`src/rtl/muldiv_pkg.sv`:
```
// muldiv_pkg: shared types and constants for the RV32M muldiv unit.
// Divider support is selected by the MULDIV_DIV_EN macro.
package muldiv_pkg;

  localparam int XLEN = 32;

  typedef enum logic [2:0] {
    OP_MUL    = 3'b000,
    OP_MULH   = 3'b001,
    OP_MULHSU = 3'b010,
    OP_MULHU  = 3'b011,
    OP_DIV    = 3'b100,
    OP_DIVU   = 3'b101,
    OP_REM    = 3'b110,
    OP_REMU   = 3'b111
  } op_e;

  typedef enum logic [1:0] {
    IDLE,
    BUSY,
    DONE
  } state_e;

  localparam logic [XLEN-1:0] DIV0_QUOT = '1;
  localparam logic [XLEN-1:0] OVF_QUOT  = 32'h8000_0000;
  localparam logic [XLEN-1:0] OVF_REM   = '0;
  localparam logic [XLEN-1:0] MIN_INT   = 32'h8000_0000;

  function automatic logic a_signed(input op_e o);
    return o inside {OP_MUL, OP_MULH, OP_MULHSU, OP_DIV, OP_REM};
  endfunction

  function automatic logic b_signed(input op_e o);
    return o inside {OP_MULH, OP_DIV, OP_REM};
  endfunction

endpackage

```
`src/rtl/muldiv_signfix.sv`:
```
// muldiv_signfix: conditional two's-complement negate.
// Used both for operand magnitudes and for result sign restore.
module muldiv_signfix #(
  parameter int W = 32
) (
  input  logic [W-1:0] val,
  input  logic         neg,
  output logic [W-1:0] res
);

  assign res = neg ? -val : val;

endmodule

```
`src/rtl/muldiv_unit.sv`:
```
// muldiv_unit: iterative RV32M multiply/divide, one bit per cycle.
// Divider datapath compiled only when MULDIV_DIV_EN is defined.
module muldiv_unit
  import muldiv_pkg::*;
(
  input  logic            clk,
  input  logic            rst,
  input  logic            start,
  input  logic [2:0]      op,
  input  logic [XLEN-1:0] dataA,
  input  logic [XLEN-1:0] dataB,
  input  logic [4:0]      addrD_in,
  output logic            ready,
  output logic            busy,
  output logic            done,
  output logic [XLEN-1:0] dataD,
  output logic [4:0]      addrD,
  output logic            RWen
);

  state_e            state_q, state_d;
  op_e               op_q;
  logic [4:0]        cnt_q;
  logic [2*XLEN-1:0] acc_q, acc_nxt, prod;
  logic [XLEN-1:0]   opa_q, opb_q, opb_nxt;
  logic              sa_q, sb_q, wen_q;
  logic [XLEN-1:0]   dat_q;
  logic [4:0]        adr_q;
  logic              accept, last;
  logic              neg_a, neg_b;
  logic [XLEN-1:0]   mag_a, mag_b, ld_a, ld_b;
  logic              sp_hit, sp_wen;
  logic [XLEN-1:0]   sp_val, result;
  logic [XLEN:0]     sum;

  assign busy   = state_q == BUSY;
  assign ready  = !busy;
  assign done   = state_q == DONE;
  assign RWen   = done && wen_q;
  assign dataD  = dat_q;
  assign addrD  = adr_q;
  assign accept = start && ready;
  assign last   = cnt_q == 5'd31;

  assign neg_a = a_signed(op_e'(op)) && dataA[XLEN-1];
  assign neg_b = b_signed(op_e'(op)) && dataB[XLEN-1];

  muldiv_signfix #(.W(XLEN)) u_fix_a (
    .val (dataA),
    .neg (neg_a),
    .res (mag_a)
  );

  muldiv_signfix #(.W(XLEN)) u_fix_b (
    .val (dataB),
    .neg (neg_b),
    .res (mag_b)
  );

  muldiv_signfix #(.W(2*XLEN)) u_fix_p (
    .val (acc_nxt),
    .neg (sa_q ^ sb_q),
    .res (prod)
  );

  // shift-add: high half accumulates, low half shifts out to the right
  assign sum = {1'b0, acc_q[2*XLEN-1:XLEN]}
             + (opb_q[0] ? {1'b0, opa_q} : '0);

`ifdef MULDIV_DIV_EN
  logic [XLEN:0]   trial;
  logic [XLEN-1:0] quot, rem;
  logic            div_zero, div_ovf;

  // restoring step: acc = {remainder, quotient}, opb feeds dividend bits
  assign trial = {acc_q[2*XLEN-1:XLEN], opb_q[XLEN-1]}
               - {1'b0, opa_q};

  assign acc_nxt = !op_q[2] ? {sum, acc_q[XLEN-1:1]}
                 : !trial[XLEN]
                   ? {trial[XLEN-1:0], acc_q[XLEN-2:0], 1'b1}
                   : {acc_q[2*XLEN-2:XLEN], opb_q[XLEN-1],
                      acc_q[XLEN-2:0], 1'b0};

  assign opb_nxt = op_q[2] ? opb_q << 1 : opb_q >> 1;

  muldiv_signfix #(.W(XLEN)) u_fix_q (
    .val (acc_nxt[XLEN-1:0]),
    .neg (sa_q ^ sb_q),
    .res (quot)
  );

  muldiv_signfix #(.W(XLEN)) u_fix_r (
    .val (acc_nxt[2*XLEN-1:XLEN]),
    .neg (sa_q),
    .res (rem)
  );

  assign result = op_q[2] ? (op_q[1] ? rem : quot)
                : op_q == OP_MUL ? prod[XLEN-1:0]
                : prod[2*XLEN-1:XLEN];

  assign div_zero = op[2] && dataB == '0;
  assign div_ovf  = op[2] && !op[0]
                 && dataA == MIN_INT && dataB == '1;
  assign sp_hit   = div_zero || div_ovf;
  assign sp_val   = div_zero ? (op[1] ? dataA : DIV0_QUOT)
                             : (op[1] ? OVF_REM : OVF_QUOT);
  assign sp_wen   = addrD_in != '0;
  assign ld_a     = op[2] ? mag_b : mag_a;
  assign ld_b     = op[2] ? mag_a : mag_b;
`else
  logic unused_lsb;

  assign acc_nxt    = {sum, acc_q[XLEN-1:1]};
  assign opb_nxt    = opb_q >> 1;
  assign result     = op_q == OP_MUL ? prod[XLEN-1:0]
                    : prod[2*XLEN-1:XLEN];
  assign sp_hit     = op[2];
  assign sp_val     = '0;
  assign sp_wen     = 1'b0;
  assign ld_a       = mag_a;
  assign ld_b       = mag_b;
  assign unused_lsb = acc_q[0];
`endif

  always_comb begin
    state_d = state_q;
    unique case (state_q)
      IDLE, DONE: state_d = accept ? (sp_hit ? DONE : BUSY) : IDLE;
      BUSY:       if (last) state_d = DONE;
      default:    state_d = IDLE;
    endcase
  end

  always_ff @(posedge clk) begin
    if (rst) begin
      state_q <= IDLE;
      op_q    <= OP_MUL;
      cnt_q   <= '0;
      acc_q   <= '0;
      opa_q   <= '0;
      opb_q   <= '0;
      sa_q    <= 1'b0;
      sb_q    <= 1'b0;
      wen_q   <= 1'b0;
      dat_q   <= '0;
      adr_q   <= '0;
    end else begin
      state_q <= state_d;
      if (accept) begin
        op_q  <= op_e'(op);
        adr_q <= addrD_in;
        sa_q  <= neg_a;
        sb_q  <= neg_b;
        opa_q <= ld_a;
        opb_q <= ld_b;
        acc_q <= '0;
        cnt_q <= '0;
        wen_q <= sp_hit ? sp_wen : (addrD_in != '0);
        if (sp_hit) dat_q <= sp_val;
      end else if (busy) begin
        acc_q <= acc_nxt;
        opb_q <= opb_nxt;
        cnt_q <= cnt_q + 5'd1;
        if (last) dat_q <= result;
      end
    end
  end

endmodule

```
`config.mk`:
```
export PLATFORM = sky130hd
export DESIGN_NAME = muldiv_unit
export DESIGN_NICKNAME = d
export VERILOG_FILES = /design/src/rtl/muldiv_pkg.sv /design/src/rtl/muldiv_signfix.sv /design/src/rtl/muldiv_unit.sv
export SDC_FILE = /design/constraint.sdc
export NUM_CORES = 1
export LEC_CHECK = 0
export ABC_AREA = 1
export CAP_MARGIN = 15
export CELL_PAD_IN_SITES_DETAIL_PLACEMENT = 0
export CELL_PAD_IN_SITES_GLOBAL_PLACEMENT = 1
export CORE_UTILIZATION = 41
export CTS_CLUSTER_DIAMETER = 80
export CTS_CLUSTER_SIZE = 24
export DETAILED_ROUTE_END_ITERATION = 10
export PLACE_DENSITY = 0.85
export SYNTH_ARGS = -nofsm -noshare
export SYNTH_HDL_FRONTEND = slang
export SYNTH_SLANG_ARGS = --single-unit
```
`constraint.sdc`:
```
create_clock -name clk -period 3.6 [get_ports clk]
set_input_delay 0.9 -clock clk [delete_from_list [all_inputs] [get_ports clk]]
set_output_delay 0.9 -clock clk [all_outputs]
set_load 0.02 [all_outputs]
```
==> results.sh <==
export IMPL_grt_max_degree=81
export IMPL_power_density_nw_per_um2=348
export IMPL_route_detailed_drc=0
export IMPL_cp_end_kind="flip-flop"
export IMPL_cts_root_buf="clkbuf_16"
export IMPL_slew_violations=0
export IMPL_worst_slew_pin_slew_ns=1.04
export IMPL_regArea_sq_um=3540
export IMPL_drive_gt1_share_pct=6.23
export IMPL_syn_avg_cell_area_sq_um=5.90
export IMPL_p_leak_nw=7.38
export IMPL_cts_repair_resize_count=0
export IMPL_cp_required_ns=3.89
export IMPL_ant_nets=0
export IMPL_final_cells=2692
export IMPL_regToRegSetupSlack_ns=0.35
export IMPL_yosys_register_bits=177
export IMPL_syn_nets=2316
export IMPL_hpwl_um=31100
export IMPL_dieArea_sq_um=32400
export IMPL_reg2reg_depth=21
export IMPL_hold_depth=2
export IMPL_core_sq_um=30900
export IMPL_slew_headroom_pct=30.9
export IMPL_maxCapViolations=0
export IMPL_skew_ns=0.0201
export IMPL_status="completed"
export IMPL_drt_iter0_drc=1066
export IMPL_path_class="flip-flop to flip-flop"
export IMPL_via_per_inst=5.14
export IMPL_crit_fanout=32
export IMPL_worstHoldEndpoint="opa_q[22]$_SDFFE_PP0P_"
export IMPL_ys_async_sr_fraction_pct=0
export IMPL_final_hold_viol_count=0
export IMPL_vias=13800
export IMPL_cts_tree="yes"
export IMPL_wl_per_cell_um=14.9
export IMPL_hold_start="opa_q[22]$_SDFFE_PP0P_"
export IMPL_syn_inst=2203
export IMPL_syn_to_final_growth_pct=17.2
export IMPL_period_share_pct=90.3
export IMPL_antenna_found_initial=0
export IMPL_rsz0062_at_grt="false"
export IMPL_synthFlopType="dfxtp_1"
export IMPL_fillers=3252
export IMPL_cp_start_kind="flip-flop"
export IMPL_fin_tns_setup_ns=0
export IMPL_drt_wl_total_um=40200
export IMPL_hp_class="flip-flop to flip-flop"
export IMPL_layout_nets=2396
export IMPL_fp_row_count=64
export IMPL_synth_edf_count=0
export IMPL_period_needed_ns=3.25
export IMPL_cts_path_max_buffers=2
export IMPL_cts_setup_buffers=0
export IMPL_place_ws_ns=0.135
export IMPL_r2r_end="dataD[27]$_SDFFE_PP0P_"
export IMPL_grt_pass1_wl_um=65400
export IMPL_num_io_pins=116
export IMPL_clock_sinks=177
export IMPL_finalWeightedCongestion=0.911
export IMPL_firstDrtPassIters=6
export IMPL_yosysWarnings=0
export IMPL_clk_pin_slew_ns=0.07
export IMPL_h_tree_depth=4
export IMPL_crit_arrival_ns=3.54
export IMPL_setup_viol=0
export IMPL_ir_worst_vdd_v=0.000334
export IMPL_grt_pass1_vias=12600
export IMPL_port_buffers=115
export IMPL_regToRegStartpoint="opb_q[0]$_SDFFE_PP0P_"
export IMPL_multi_input_area_sq_um=7910
export IMPL_fmax_ghz=0.308
export IMPL_clk_latency_ns=0.46
export IMPL_synth_area_sq_um=13000
export IMPL_grt_usage_pct=25.0
export IMPL_antenna_cells=0
export IMPL_floorplan_initialDensity_pct=42.0
export IMPL_cts_buffers=17
export IMPL_overflow=0
export IMPL_ys_seq_area_share_pct=27.3
export IMPL_worst_slack_ns=0.349
export IMPL_placedCellCount=2659
export IMPL_die_h_um=180
export IMPL_die_width_um=180
export IMPL_ys_types=56
export IMPL_cts_hold_buf=0
stage by stage:
step	util, %	cell area [sq um]	power, mW	hold slack, ns
final	49.3	15200	5.30	0.456
after floorplan	-	13000	2.86	0.418
after CTS	49.2	15200	5.33	0.458
after global routing	49.3	15200	5.57	0.472
after global placement	47.1	14600	3.24	0.436
after detailed placement	47.1	14600	3.25	0.443
layer usage:
metal	vias to the layer above	track usage [%]	wire (um)
li1	7199	-	-
met1	6177	34.9	19800
met2	419	39.6	17500
met5	-	0	0
met3	41	4.38	2230
met4	0	6.31	627
Yosys cell counts (3+ instances only):
library cell  count  share of area [%]
clkinv_1          3              0.087
o211ai_1         38                2.2
nand3b_1         20                1.2
xnor2_1           6               0.40
xor2_1           15                1.0
nand4_1          16               0.77
nor2_1          190                5.5
a31oi_1          19               0.91
and2_1            5               0.24
nand2_1         712                 21
o21ai_0         118                4.5
o21bai_1          4               0.23
or2_0             3               0.14
nand2_2          17               0.82
nor3_1           37                1.4
a21oi_1         147                5.7
buf_2            10               0.39
nand3_2          10               0.77
a221oi_1          3               0.20
buf_1             5               0.14
a32o_1            6               0.46
nand3_1         131                5.0
o31ai_1           3               0.17
nor2_2           21                1.0
nor2_4            6               0.52
inv_1           319                9.2
dfxtp_1         177                 27
clkbuf_1         62                1.8
nor4_1            5               0.24
ha_1             37                3.6
a22o_1            4               0.27
nor3_2            5               0.39
o22ai_1           8               0.39
inv_2             9               0.26
o21ai_1           4               0.15
worst max-delay path, stage by stage (launching register included):
cell     delay, ns
dfxtp_1       0.33
buf_12        0.16
nand2_1       0.06
inv_1         0.05
ha_1          0.40
nand2_1       0.18
nor2_2        0.21
nand3_1       0.20
nand3_2       0.17
nand2_1       0.08
nand2_1       0.06
nand2_1       0.05
nand2_1       0.22
nand2_1       0.11
nor2_1        0.16
nor2_1        0.08
nor2_2        0.19
nand2_1       0.07
nand2_1       0.05
nand3_1       0.06
nand2_1       0.12
a21oi_1       0.08
power by group:
| group | internal, mW | switching, mW |
|---|---|---|
| combinational | 0.392 | 0.738 |
| clock | 1.21 | 0.869 |
| sequential | 2.04 | 0.0482 |
final cells by class:
type / count / share of cell area [%]
clock buffer: 19 / 2.97
clock inverter: 13 / 1.30
inverter: 331 / 8.16
multi-input combinational: 1615 / 51.9
sequential: 177 / 23.3
tap: 396 / 3.25
timing repair buffer: 141 / 9.10
worst max-delay path by stage:
stage,to,slack [ns],start
after detailed placement,opa_q[30]$_SDFFE_PP0P_,0.14,dataA[1]
after CTS,dataD[27]$_SDFFE_PP0P_,0.41,opb_q[0]$_SDFFE_PP0P_
after floorplan,dataD[25]$_SDFFE_PP0P_,0.59,opb_q[0]$_SDFFE_PP0P_
final,dataD[27]$_SDFFE_PP0P_,0.35,opb_q[0]$_SDFFE_PP0P_
after global routing,dataD[27]$_SDFFE_PP0P_,0.06,opb_q[0]$_SDFFE_PP0P_
after global placement,opa_q[30]$_SDFFE_PP0P_,0.25,dataA[0]
layout by cell type, fill, tap and decap left out, types with 10 or more instances in the layout:
master,instances
a21oi_1,147
a31oi_1,19
buf_4,23
clkbuf_16,17
clkdlybuf4s50_1,114
dfxtp_1,177
ha_1,37
inv_1,319
nand2_1,712
nand2_2,17
nand3_1,131
nand3_2,10
nand3b_1,20
nand4_1,16
nor2_1,186
nor2_2,23
nor3_1,35
o211ai_1,38
o21ai_0,118
xor2_1,15
state kept, by name, indices dropped and copies added (netlist names):
register and flops:
opa_q 32, sa_q 1, sb_q 1, addrD 5, acc_q 63, op_q 3, dataD 32, cnt_q 5
state_q 2, wen_q 1, opb_q 32
cell families (layout without fill, tap and decap cells):
group	after synthesis	count (layout)	synth area share, %
AND/OR/NAND/NOR	1188	1188	39.3
buffers and inverters	411	504	12.1
AO/OA/AOI/OAI	367	367	16.0
flip-flops	177	177	27.3
adder cells (fa/ha/maj)	38	38	3.72
XOR/XNOR	22	22	1.63
No activity file was read; power rests on OpenSTA's default activity.
